## src/rtl/mips_multicycle_ctrl.sv

```systemverilog
// Multi-cycle MIPS main control FSM.
// Sequences each instruction and drives the ALU op code and the datapath mux/strobe controls.
module mips_multicycle_ctrl #(
    parameter bit ADDR_DONT_CARE = 1'b0
) (
    input  logic       clk,
    input  logic       rst_n,
    input  logic [5:0] opcode,
    input  logic [5:0] funct,
    input  logic       zero,
    input  logic       mem_ready,
    output logic [3:0] alu_control,
    output logic       alu_src_a,
    output logic [1:0] alu_src_b,
    output logic [1:0] pc_source,
    output logic       pc_write,
    output logic       iord,
    output logic       mem_read,
    output logic       mem_write,
    output logic       ir_write,
    output logic       reg_write,
    output logic       reg_dst,
    output logic       mem_to_reg,
    output logic       illegal_op,
    output logic [3:0] state
);
    localparam int unsigned OP_W  = 6;
    localparam int unsigned ALU_W = 4;
    localparam int unsigned ST_W  = 4;

    localparam logic [OP_W-1:0] OP_RTYPE = 6'b000000;
    localparam logic [OP_W-1:0] OP_LW    = 6'b100011;
    localparam logic [OP_W-1:0] OP_SW    = 6'b101011;
    localparam logic [OP_W-1:0] OP_BEQ   = 6'b000100;
    localparam logic [OP_W-1:0] OP_ADDI  = 6'b001000;
    localparam logic [OP_W-1:0] OP_J     = 6'b000010;

    localparam logic [OP_W-1:0] FN_ADD = 6'b100000;
    localparam logic [OP_W-1:0] FN_SUB = 6'b100010;
    localparam logic [OP_W-1:0] FN_AND = 6'b100100;
    localparam logic [OP_W-1:0] FN_NOR = 6'b100111;
    localparam logic [OP_W-1:0] FN_SLT = 6'b101010;
    localparam logic [OP_W-1:0] FN_SLL = 6'b000000;

    localparam logic [ALU_W-1:0] ALU_AND = 4'b0000;
    localparam logic [ALU_W-1:0] ALU_ADD = 4'b0010;
    localparam logic [ALU_W-1:0] ALU_SUB = 4'b0110;
    localparam logic [ALU_W-1:0] ALU_SLT = 4'b0111;
    localparam logic [ALU_W-1:0] ALU_NOR = 4'b1100;
    localparam logic [ALU_W-1:0] ALU_SLL = 4'b1110;
    localparam logic [ALU_W-1:0] ALU_NOP = 4'b1111;

    localparam logic       SEL1_DC = ADDR_DONT_CARE;
    localparam logic [1:0] SEL2_DC = {2{ADDR_DONT_CARE}};

    typedef enum logic [ST_W-1:0] {
        S_FETCH    = 4'd0,
        S_DECODE   = 4'd1,
        S_MEMADR   = 4'd2,
        S_MEMRD    = 4'd3,
        S_MEMWB    = 4'd4,
        S_MEMWR    = 4'd5,
        S_RTYPE_EX = 4'd6,
        S_RTYPE_WB = 4'd7,
        S_BEQ_EX   = 4'd8,
        S_ADDI_EX  = 4'd9,
        S_ADDI_WB  = 4'd10,
        S_JUMP     = 4'd11
    } state_t;

    state_t           state_q;
    state_t           state_d;
    logic [ALU_W-1:0] rtype_alu;
    logic             funct_ok;

    // State register; reset aborts any in-flight access.
    always_ff @(posedge clk) begin
        if (!rst_n) begin
            state_q <= S_FETCH;
        end else begin
            state_q <= state_d;
        end
    end

    assign state = ST_W'(state_q);

    // R-type funct to ALU operation.
    always_comb begin
        rtype_alu = ALU_NOP;
        funct_ok  = 1'b1;
        case (funct)
            FN_ADD:  rtype_alu = ALU_ADD;
            FN_SUB:  rtype_alu = ALU_SUB;
            FN_AND:  rtype_alu = ALU_AND;
            FN_NOR:  rtype_alu = ALU_NOR;
            FN_SLT:  rtype_alu = ALU_SLT;
            FN_SLL:  rtype_alu = ALU_SLL;
            default: funct_ok  = 1'b0;
        endcase
    end

    // Next-state logic.
    always_comb begin
        state_d = state_q;
        case (state_q)
            S_FETCH:  if (mem_ready) state_d = S_DECODE;
            S_DECODE: begin
                case (opcode)
                    OP_RTYPE:     state_d = S_RTYPE_EX;
                    OP_LW, OP_SW: state_d = S_MEMADR;
                    OP_BEQ:       state_d = S_BEQ_EX;
                    OP_ADDI:      state_d = S_ADDI_EX;
                    OP_J:         state_d = S_JUMP;
                    default:      state_d = S_FETCH;
                endcase
            end
            S_MEMADR:   state_d = (opcode == OP_SW) ? S_MEMWR : S_MEMRD;
            S_MEMRD:    if (mem_ready) state_d = S_MEMWB;
            S_MEMWB:    state_d = S_FETCH;
            S_MEMWR:    if (mem_ready) state_d = S_FETCH;
            S_RTYPE_EX: state_d = funct_ok ? S_RTYPE_WB : S_FETCH;
            S_RTYPE_WB: state_d = S_FETCH;
            S_BEQ_EX:   state_d = S_FETCH;
            S_ADDI_EX:  state_d = S_ADDI_WB;
            S_ADDI_WB:  state_d = S_FETCH;
            S_JUMP:     state_d = S_FETCH;
            default:    state_d = S_FETCH;
        endcase
    end

    // Datapath controls decoded from the current state, with the Mealy terms
    // (ir/pc load on mem_ready, branch on zero) and a reset override on top.
    always_comb begin
        alu_control = ALU_ADD;
        alu_src_a   = SEL1_DC;
        alu_src_b   = SEL2_DC;
        pc_source   = SEL2_DC;
        pc_write    = 1'b0;
        iord        = SEL1_DC;
        mem_read    = 1'b0;
        mem_write   = 1'b0;
        ir_write    = 1'b0;
        reg_write   = 1'b0;
        reg_dst     = SEL1_DC;
        mem_to_reg  = SEL1_DC;
        illegal_op  = 1'b0;
        case (state_q)
            S_FETCH: begin
                mem_read  = 1'b1;
                iord      = 1'b0;
                alu_src_a = 1'b0;
                alu_src_b = 2'b01;
                pc_source = 2'b00;
                ir_write  = mem_ready;
                pc_write  = mem_ready;
            end
            S_DECODE: begin
                alu_src_a = 1'b0;
                alu_src_b = 2'b11;
                case (opcode)
                    OP_RTYPE, OP_LW, OP_SW, OP_BEQ, OP_ADDI, OP_J: illegal_op = 1'b0;
                    default: illegal_op = 1'b1;
                endcase
            end
            S_MEMADR, S_ADDI_EX: begin
                alu_src_a = 1'b1;
                alu_src_b = 2'b10;
            end
            S_MEMRD: begin
                mem_read = 1'b1;
                iord     = 1'b1;
            end
            S_MEMWB: begin
                reg_write  = 1'b1;
                reg_dst    = 1'b0;
                mem_to_reg = 1'b1;
            end
            S_MEMWR: begin
                mem_write = 1'b1;
                iord      = 1'b1;
            end
            S_RTYPE_EX: begin
                alu_src_a   = 1'b1;
                alu_src_b   = 2'b00;
                alu_control = rtype_alu;
                illegal_op  = !funct_ok;
            end
            S_RTYPE_WB: begin
                alu_control = rtype_alu;
                reg_write   = 1'b1;
                reg_dst     = 1'b1;
                mem_to_reg  = 1'b0;
            end
            S_BEQ_EX: begin
                alu_src_a   = 1'b1;
                alu_src_b   = 2'b00;
                alu_control = ALU_SUB;
                pc_source   = 2'b01;
                pc_write    = zero;
            end
            S_ADDI_WB: begin
                reg_write  = 1'b1;
                reg_dst    = 1'b0;
                mem_to_reg = 1'b0;
            end
            S_JUMP: begin
                pc_source = 2'b10;
                pc_write  = 1'b1;
            end
            default: begin
                alu_control = ALU_ADD;
            end
        endcase
        if (!rst_n) begin
            alu_control = '0;
            alu_src_a   = 1'b0;
            alu_src_b   = 2'b00;
            pc_source   = 2'b00;
            pc_write    = 1'b0;
            iord        = 1'b0;
            mem_read    = 1'b0;
            mem_write   = 1'b0;
            ir_write    = 1'b0;
            reg_write   = 1'b0;
            reg_dst     = 1'b0;
            mem_to_reg  = 1'b0;
            illegal_op  = 1'b0;
        end
    end

endmodule
```

## config.mk

```make
export PLATFORM = sky130hd
export DESIGN_NAME = mips_multicycle_ctrl
export DESIGN_NICKNAME = d
export VERILOG_FILES = /design/src/rtl/mips_multicycle_ctrl.sv
export SDC_FILE = /design/constraint.sdc
export NUM_CORES = 1
export LEC_CHECK = 0
export ABC_AREA = 0
export BUFFER_PORTS_ARGS = -buffer_cell sky130_fd_sc_hd__clkbuf_2
export CORE_MARGIN = 3
export CORE_UTILIZATION = 44
export DETAILED_ROUTE_END_ITERATION = 8
export GPL_TIMING_DRIVEN = 1
export PLACE_DENSITY = 0.88
export SETUP_SLACK_MARGIN = 0.15
export SYNTH_ARGS = -nofsm -noshare
export SYNTH_HDL_FRONTEND = slang
export SYNTH_SLANG_ARGS = --single-unit
```

## constraint.sdc

```tcl
create_clock -name clk -period 2.4 [get_ports clk]
set_input_delay 0.72 -clock clk [delete_from_list [all_inputs] [get_ports clk]]
set_output_delay 0.72 -clock clk [all_outputs]
set_load 0.05 [all_outputs]
```

==> reports/qor.csv, run 1 <==
stage,metric,value,unit
outcome,outcome,did not finish,
logic_synthesis,Post-synth EDFFs,0,
placed_design,Detail Placement HPWL,2260,um
cts,Post-CTS Setup Bufs,4,
logic_synthesis,Synth Instances,105,
logic_synthesis,Post-Syn Area,718,um2
cts,Max Root-Sink Buffers,2,
logic_synthesis,simple-gate share of the synthesized area,41.8,%
logic_synthesis,Synth Warn #,0,
placed_design,GP Congestion,0.903,
logic_synthesis,xor/xnor cell area share of the yosys netlist,4.88,%
logic_synthesis,synth unique cells,44,
placed_design,buffers added on ports,37,
logic_synthesis,Async SR Flop Fraction,0,%
cts,Root Driver,clkbuf_4,
logic_synthesis,Post-Syn Nets,121,
outcome,stop err,"[ERROR DPL-0038] Utilization greater than 100%, impossible to legalize",
logic_synthesis,register area share after synthesis,11.1,%
floorplan,Die Wd,46.4,um
placed_design,DP Area,1230,um2
floorplan,Starting Density,50.8,%
cts,# H-tree levels,1,
logic_synthesis,Synth Area in Adders,1.39,%
outcome,Fail Step,clock tree synthesis (4_1_cts),
logic_synthesis,fraction of the mapped netlist area in compound gates,31.2,%
cts,post-cts resize count,46,
cts,clock buffer count from CTS,3,
cts,hold buffers post-CTS,0,
logic_synthesis,"FF+latch count, synth",4,
floorplan,I/O pins,38,
placed_design,Inst Count DP,176,
cts,CTS sink cnt,4,
floorplan,die height,46.4,um
floorplan,Cell Rows,13,
logic_synthesis,synthesized area per cell,6.84,um2
logic_synthesis,Most used DFF post-synth,dfxtp_1,
logic_synthesis,post-synthesis mux area share,1.57,%
logic_synthesis,largest family of logic cells by synthesized area,simple AND/OR/NAND/NOR gates,
## synthesized netlist by cell type (all sizes together), types with 2 or more instances
cell type	n	share of area (%)
dfxtp	4	11
nand4	3	2.6
nor4	3	2.6
and3	6	5.2
a31oi	2	1.7
or2	2	1.7
a21oi	7	4.9
nor3	6	4.2
inv	5	2.6
nor2	13	7.1
o21ai	6	4.2
buf	3	3.8
o21bai	2	2.1
nand2	6	3.1
nor2b	4	3.5
nand2b	3	2.6
xor2	4	4.9
nand3	2	1.4
nor3b	2	2.8
clkbuf	3	1.6
## stage by stage
stage / setup slack, ps / setup TNS (ps)
floorplan: -167 / -206
global placement: -159 / -401
detailed placement: -180 / -540
## logic make-up after synthesis
group / Yosys count
mux: 1
flops: 4
xor+xnor: 4
fa+ha+maj: 1
buf+inv: 11
simple gates: 54
compound gates: 30
==> run 2, diff against run 1 <==
- CORE_AREA: not set -> 3 3 64 66
- CORE_MARGIN: 3 -> not set
- CORE_UTILIZATION: 44 -> not set
- DIE_AREA: not set -> 0 0 67 69
- PLACE_DENSITY: 0.88 -> not set
- PLACE_DENSITY_LB_ADDON: not set -> 0.15
- SETUP_SLACK_MARGIN: 0.15 -> not set
==> run 2 against run 1 <==
Compared with the run above:
- synthesized cell count did not move
- the flow now finishes, with violations (setup timing)
- synthesized area did not move
==> reports/qor.csv, run 2 <==
stage,metric,value,unit
outcome,outcome,"complete, but fails checks",
outcome,violated checks,setup timing,
logic_synthesis,Async SR Flop Fraction,0,%
route,wire per inst,12.3,um
sta,final worst slack,-46.8,ps
finish,share of post-route cells with drive strength above 1,64.4,%
cts,hold buffers post-CTS,0,
cts,CTS tree,built,
power,Power Density,278,nW/um2
route,Vias/cell,4.56,
route,top layer in use,met4,
placed_design,GP Congestion,0.797,
finish,"most common cell after layout, fill and taps aside",buf_4,
sta,worst-case hold slack,579,ps
floorplan,Die ar.,4620,um2
setup_path,worst setup path class,in2out,
sta,slew margin rel.,79.5,%
setup_path,CP Data Required Time,1680,ps
setup_path,r2r setup slk,880,ps
setup_path,worst reg-to-reg path cell count,5,
floorplan,die height,69,um
finish,P&R area growth vs syn,122,%
setup_path,Worst Setup End Kind,primary output,
logic_synthesis,Post-Syn Area,718,um2
hold_path,Min-Delay Path Class,reg2reg,
logic_synthesis,"FF+latch count, synth",4,
sta,Slew Limit Fails,0,
global_route,total grt overflow,0,
logic_synthesis,register area share after synthesis,11.1,%
global_route,initial antenna violation count,0,
floorplan,Die Wd,67,um
placed_design,Detail Placement HPWL,2210,um
route,WL met3,101,um
finish,"commonest cells after routing, fill and taps aside","buf_4, clkbuf_2, nor2_1, buf_12",
logic_synthesis,synth unique cells,44,
sta,Clock Skew,2.04,ps
sta,"Setup violations, final",1,
sta,Fmax,409,MHz
finish,Non-Filler Instances,225,
route,1st-pass router iterations,4,
sta,final hold viol count,0,
route,WL final,2760,um
sta,RSZ-0062 raised after global routing,yes,
flow_run,Maximum Capacitance Violations,0,
placed_design,buffers added on ports,37,
cts,Worst-Skew Late Latency,220,ps
floorplan,I/O pins,38,
sta,Tmin final,2450,ps
cts,Root Driver,clkbuf_8,
global_route,number of global-route vias before repair,1084,
hold_path,hold wc startpoint,state[0],
route,initial DRC count,19,
setup_path,"Max FO, Critical Path",4,
sta,setup_tns,-46.8,ps
route,via count,1025,
logic_synthesis,synth top area cells,"dfxtp_1, nor2_1, and3_1",
logic_synthesis,most frequent cell after synthesis,nor2_1,
logic_synthesis,synthesized area per cell,6.84,um2
route,met2 wire len,1390,um
placed_design,Worst Setup Slack post-DPL,-191,ps
cts,"CTS clk-pin slew, worst paths",30,ps
floorplan,CORE AREA,3630,um2
cts,CTS sink cnt,4,
logic_synthesis,Synth Warn #,0,
cts,clock buffer count from CTS,3,
logic_synthesis,Post-Syn Nets,121,
global_route,largest net degree at the start of global routing,16,
setup_path,"Data arrival, critical path",1730,ps
route,remaining antenna violation count,0,
global_route,Global Route Usage Sum,13.0,%
cts,# H-tree levels,1,
sta,Tcrit/Tclk final,102,%
power,Leakage,0.709,nW
logic_synthesis,Post-synth EDFFs,0,
cts,Max Root-Sink Buffers,2,
setup_path,startpoint types,input port,
floorplan,Starting Density,19.8,%
floorplan,Cell Rows,22,
finish,Fillers,397,
finish,Final #Nets,195,
finish,max reg flops,4,
route,met1 wire length,1210,um
logic_synthesis,Synth top area share,11.1,%
hold_path,Worst Hold Path EP,state[3],
route,# DRC,0,
global_route,first-pass GRT wire length,4900,um
hold_path,Hold Crit Depth,2,
logic_synthesis,commonest cells in the synthesized netlist,"nor2_1, a21oi_1, and3_1, nand2_1, nor3_1",
logic_synthesis,Most used DFF post-synth,dfxtp_1,
power,maximum resistive drop on vdd,0.105,mV
setup_path,Reg2Reg Capture Point,state[2],
setup_path,FF-to-FF Start,state[1],
logic_synthesis,dominant cell type by area after synthesis,dfxtp_1,
logic_synthesis,Synth Instances,105,
finish,diode count,0,
sta,worst slew pin tran,304,ps
placed_design,Inst Count DP,220,
[run 2: cell counts after synthesis]
No cell type changed its count.
[run 2: report_power, final]
part           internal, W  switching, W
sequential       0.0000695    0.00000895
combinational     0.000108      0.000114
clock             0.000107     0.0000362
[run 2: what timing repair did]
action	CTS	global route
setup endpoints to repair	6	7
pin swaps	5	9
resized for setup	17	21
setup buffers	2	0
[run 2: per-layer routing]
layer  global-route usage, %  vias to the layer above
met2                    21.6                       28
li1                        -                      540
met3                   0.814                        5
met5                       0                        -
met1                    16.8                      452
met4                    5.41                        0
[run 2: worst max-delay path by stage]
| stage | slack [ps] | to | cells after the start | from |
|---|---|---|---|---|
| 2_1_floorplan | -170 | alu_control[2] | 4 | rst_n |
| 3_3_place_gp | -170 | illegal_op | 6 | funct[1] |
| 3_5_place_dp | -190 | illegal_op | 6 | funct[1] |
| 4_1_cts | -90 | illegal_op | 6 | funct[1] |
| 5_1_grt | -180 | illegal_op | 6 | opcode[3] |
| 6_report | -50 | illegal_op | 6 | funct[1] |
[run 2: cell families (layout without fill, tap and decap cells)]
family	Yosys count	count (layout)	synth area share [%]
simple gates	54	54	41.8
compound gates	30	30	31.2
buf+inv	11	83	8.01
xor+xnor	4	4	4.88
flops	4	4	11.2
fa+ha+maj	1	1	1.39
mux	1	1	1.57
[run 2: final cells by class]
type | count | area, um2 | share of cell area (%)
well taps | 48 | 60.1 | 3.76
flip-flops and latches | 4 | 87.6 | 5.48
multi-input cells | 90 | 741 | 46.4
clock buffers | 3 | 41.3 | 2.58
inverters | 5 | 18.8 | 1.17
repair buffers | 75 | 649 | 40.6
[run 2: worst max-delay path, cell delays in order]
cell	delay, ps
buf_8	100
mux2_4	290
o22a_1	190
o21ai_2	190
a21oi_4	80
buf_8	160
[run 2: through the flow]
step	util, %	power [W]	instance area [um2]
2_1_floorplan	-	0.000184	835
3_3_place_gp	38.6	0.000271	1400
3_5_place_dp	38.6	0.000273	1400
4_1_cts	42.5	0.000439	1540
5_1_grt	44.0	0.000472	1600
6_report	44.0	0.000444	1600
No activity file was read; power rests on OpenSTA's default activity.
==> run 3, diff against run 2 <==
==> constraint.sdc (replaced) <==
create_clock -name clk -period 2.4 [get_ports clk]
set_input_delay 0.24 -clock clk [delete_from_list [all_inputs] [get_ports clk]]
set_output_delay 0.24 -clock clk [all_outputs]
set_load 0.05 [all_outputs]
==> run 3 against run 2 <==
Compared with the run above:
- the run now ends clean
- wire length decreased by 12%
- first-iteration DRC count increased to 3.7 times the previous value
- cell count decreased by 17%
- sequential cell count unchanged
- critical path type is now reg2out
- register-to-register slack got worse by 190 ps
- via count decreased by 12%
- combinational power decreased by 40%
==> reports/qor.csv, run 3 (same netlist as run 2, synthesis figures left out) <==
stage,metric,value,unit
global_route,first-pass GRT wire length,3840,um
sta,worst slew pin tran,557,ps
setup_path,CP max stage delay,660,ps
cts,post-cts resize count,0,
sta,Slew Limit Fails,0,
finish,Non-Filler Instances,187,
finish,share of post-route cells with drive strength above 1,36.0,%
setup_path,startpoint types,flip-flop,
setup_path,"slowest stage cell, crit path",dfxtp_1,
cts,Post-CTS Setup Bufs,0,
cts,# H-tree levels,1,
setup_path,FF-to-FF Start,state[1],
power,Power Density,355,nW/um2
global_route,largest net degree at the start of global routing,18,
placed_design,Inst Count DP,184,
route,wire per inst,13.0,um
power,maximum resistive drop on vdd,0.126,mV
sta,final hold viol count,0,
setup_path,CP bufs+invs,1,
finish,Final #Nets,157,
finish,diode count,0,
sta,slew margin rel.,62.8,%
power,Leakage,0.443,nW
sta,Fmax,467,MHz
sta,Clock Skew,3.74,ps
route,Vias/cell,4.84,
cts,CTS tree,built,
placed_design,GP Congestion,0.750,
placed_design,Detail Placement HPWL,2010,um
flow_run,Maximum Capacitance Violations,0,
floorplan,I/O pins,38,
setup_path,"delay-heaviest family, CP",simple AND/OR/NAND/NOR gates,
cts,clock buffer count from CTS,3,
cts,Worst-Skew Late Latency,210,ps
finish,max reg flops,4,
sta,Tcrit/Tclk final,89.2,%
setup_path,worst setup path startpoint,state[1],
power,total power,0.000348,W
setup_path,"Data arrival, critical path",1900,ps
route,# DRC,0,
sta,RSZ-0062 raised after global routing,no,
global_route,number of global-route vias before repair,840,
floorplan,Cell Rows,22,
floorplan,Die ar.,4620,um2
outcome,outcome,finished clean,
route,1st-pass router iterations,4,
cts,"CTS clk-pin slew, worst paths",30,ps
finish,"most common cell after layout, fill and taps aside",clkbuf_2,
cts,Max Root-Sink Buffers,2,
cts,hold buffers post-CTS,0,
global_route,total grt overflow,0,
global_route,initial antenna violation count,0,
finish,"commonest cells after routing, fill and taps aside","clkbuf_2, nor2_1, a21oi_1, nand2_1",
global_route,Global Route Usage Sum,10.4,%
finish,P&R area growth vs syn,36.6,%
setup_path,"Max FO, Critical Path",17,
sta,"Setup violations, final",0,
route,via count,905,
hold_path,Min-Delay Path Class,in2reg,
floorplan,CORE AREA,3630,um2
route,remaining antenna violation count,0,
floorplan,Die Wd,67,um
setup_path,worst setup path class,reg2out,
sta,Tmin final,2140,ps
hold_path,hold wc startpoint,rst_n,
route,WL final,2440,um
setup_path,Worst Setup End Kind,primary output,
cts,CTS sink cnt,4,
finish,Final Core Density,27.0,%
floorplan,Starting Density,19.8,%
setup_path,critical path cell sequence,"nor2_2, and2_1, and3_2, or2_4, clkbuf_2",
floorplan,die height,69,um
setup_path,CP Data Required Time,2160,ps
placed_design,buffers added on ports,37,
cts,Root Driver,clkbuf_8,
route,initial DRC count,70,
## run 3: power breakdown
| part | internal (W) | total, W | switching (W) |
|---|---|---|---|
| clock | 0.000107 | 0.000138 | 0.0000311 |
| sequential | 0.0000691 | 0.0000778 | 0.00000864 |
| combinational | 0.0000417 | 0.000133 | 0.0000910 |
## run 3: through the flow
stage               setup WS (ps)  setup TNS [ps]  instance area [um2]  hold slack (ps)
floorplan                    -214            -214                  733              368
global placement              520               0                  940              549
detailed placement            471               0                  940              547
CTS                           246               0                  981              331
global route                  124               0                  981              340
finish                        259               0                  981              336
## run 3: worst reg2reg max path, cell delays in order (launching register included)
cell and delay, ps:
dfxtp_1 660, nand2b_1 260, a311o_1 410, nor3_1 180, a221o_1 140
## run 3: area by class of cell
cell class                      count  area [um2]
Tap cell                           48        60.1
Clock buffer                        3        41.3
Fill cell                         440        2650
Inverter                            5        18.8
Timing Repair Buffer               37         185
Multi-Input combinational cell     90         596
Sequential cell                     4        80.1
## run 3: final timing paths
path                    to  slack [ps]  depth (start not counted)
hold reg to reg   state[3]         690                          2
setup reg to reg  state[2]         690                          4
setup / recovery  pc_write         260                          5
hold / removal    state[1]         340                          2
## run 3: routing by layer
layer / vias to the layer above / GRT usage, % / wire length (um)
met3: 2 / 2.12 / 142
met4: 0 / 2.70 / 14
li1: 460 / - / -
met1: 416 / 13.2 / 1120
met2: 27 / 17.5 / 1160
met5: - / 0 / 0
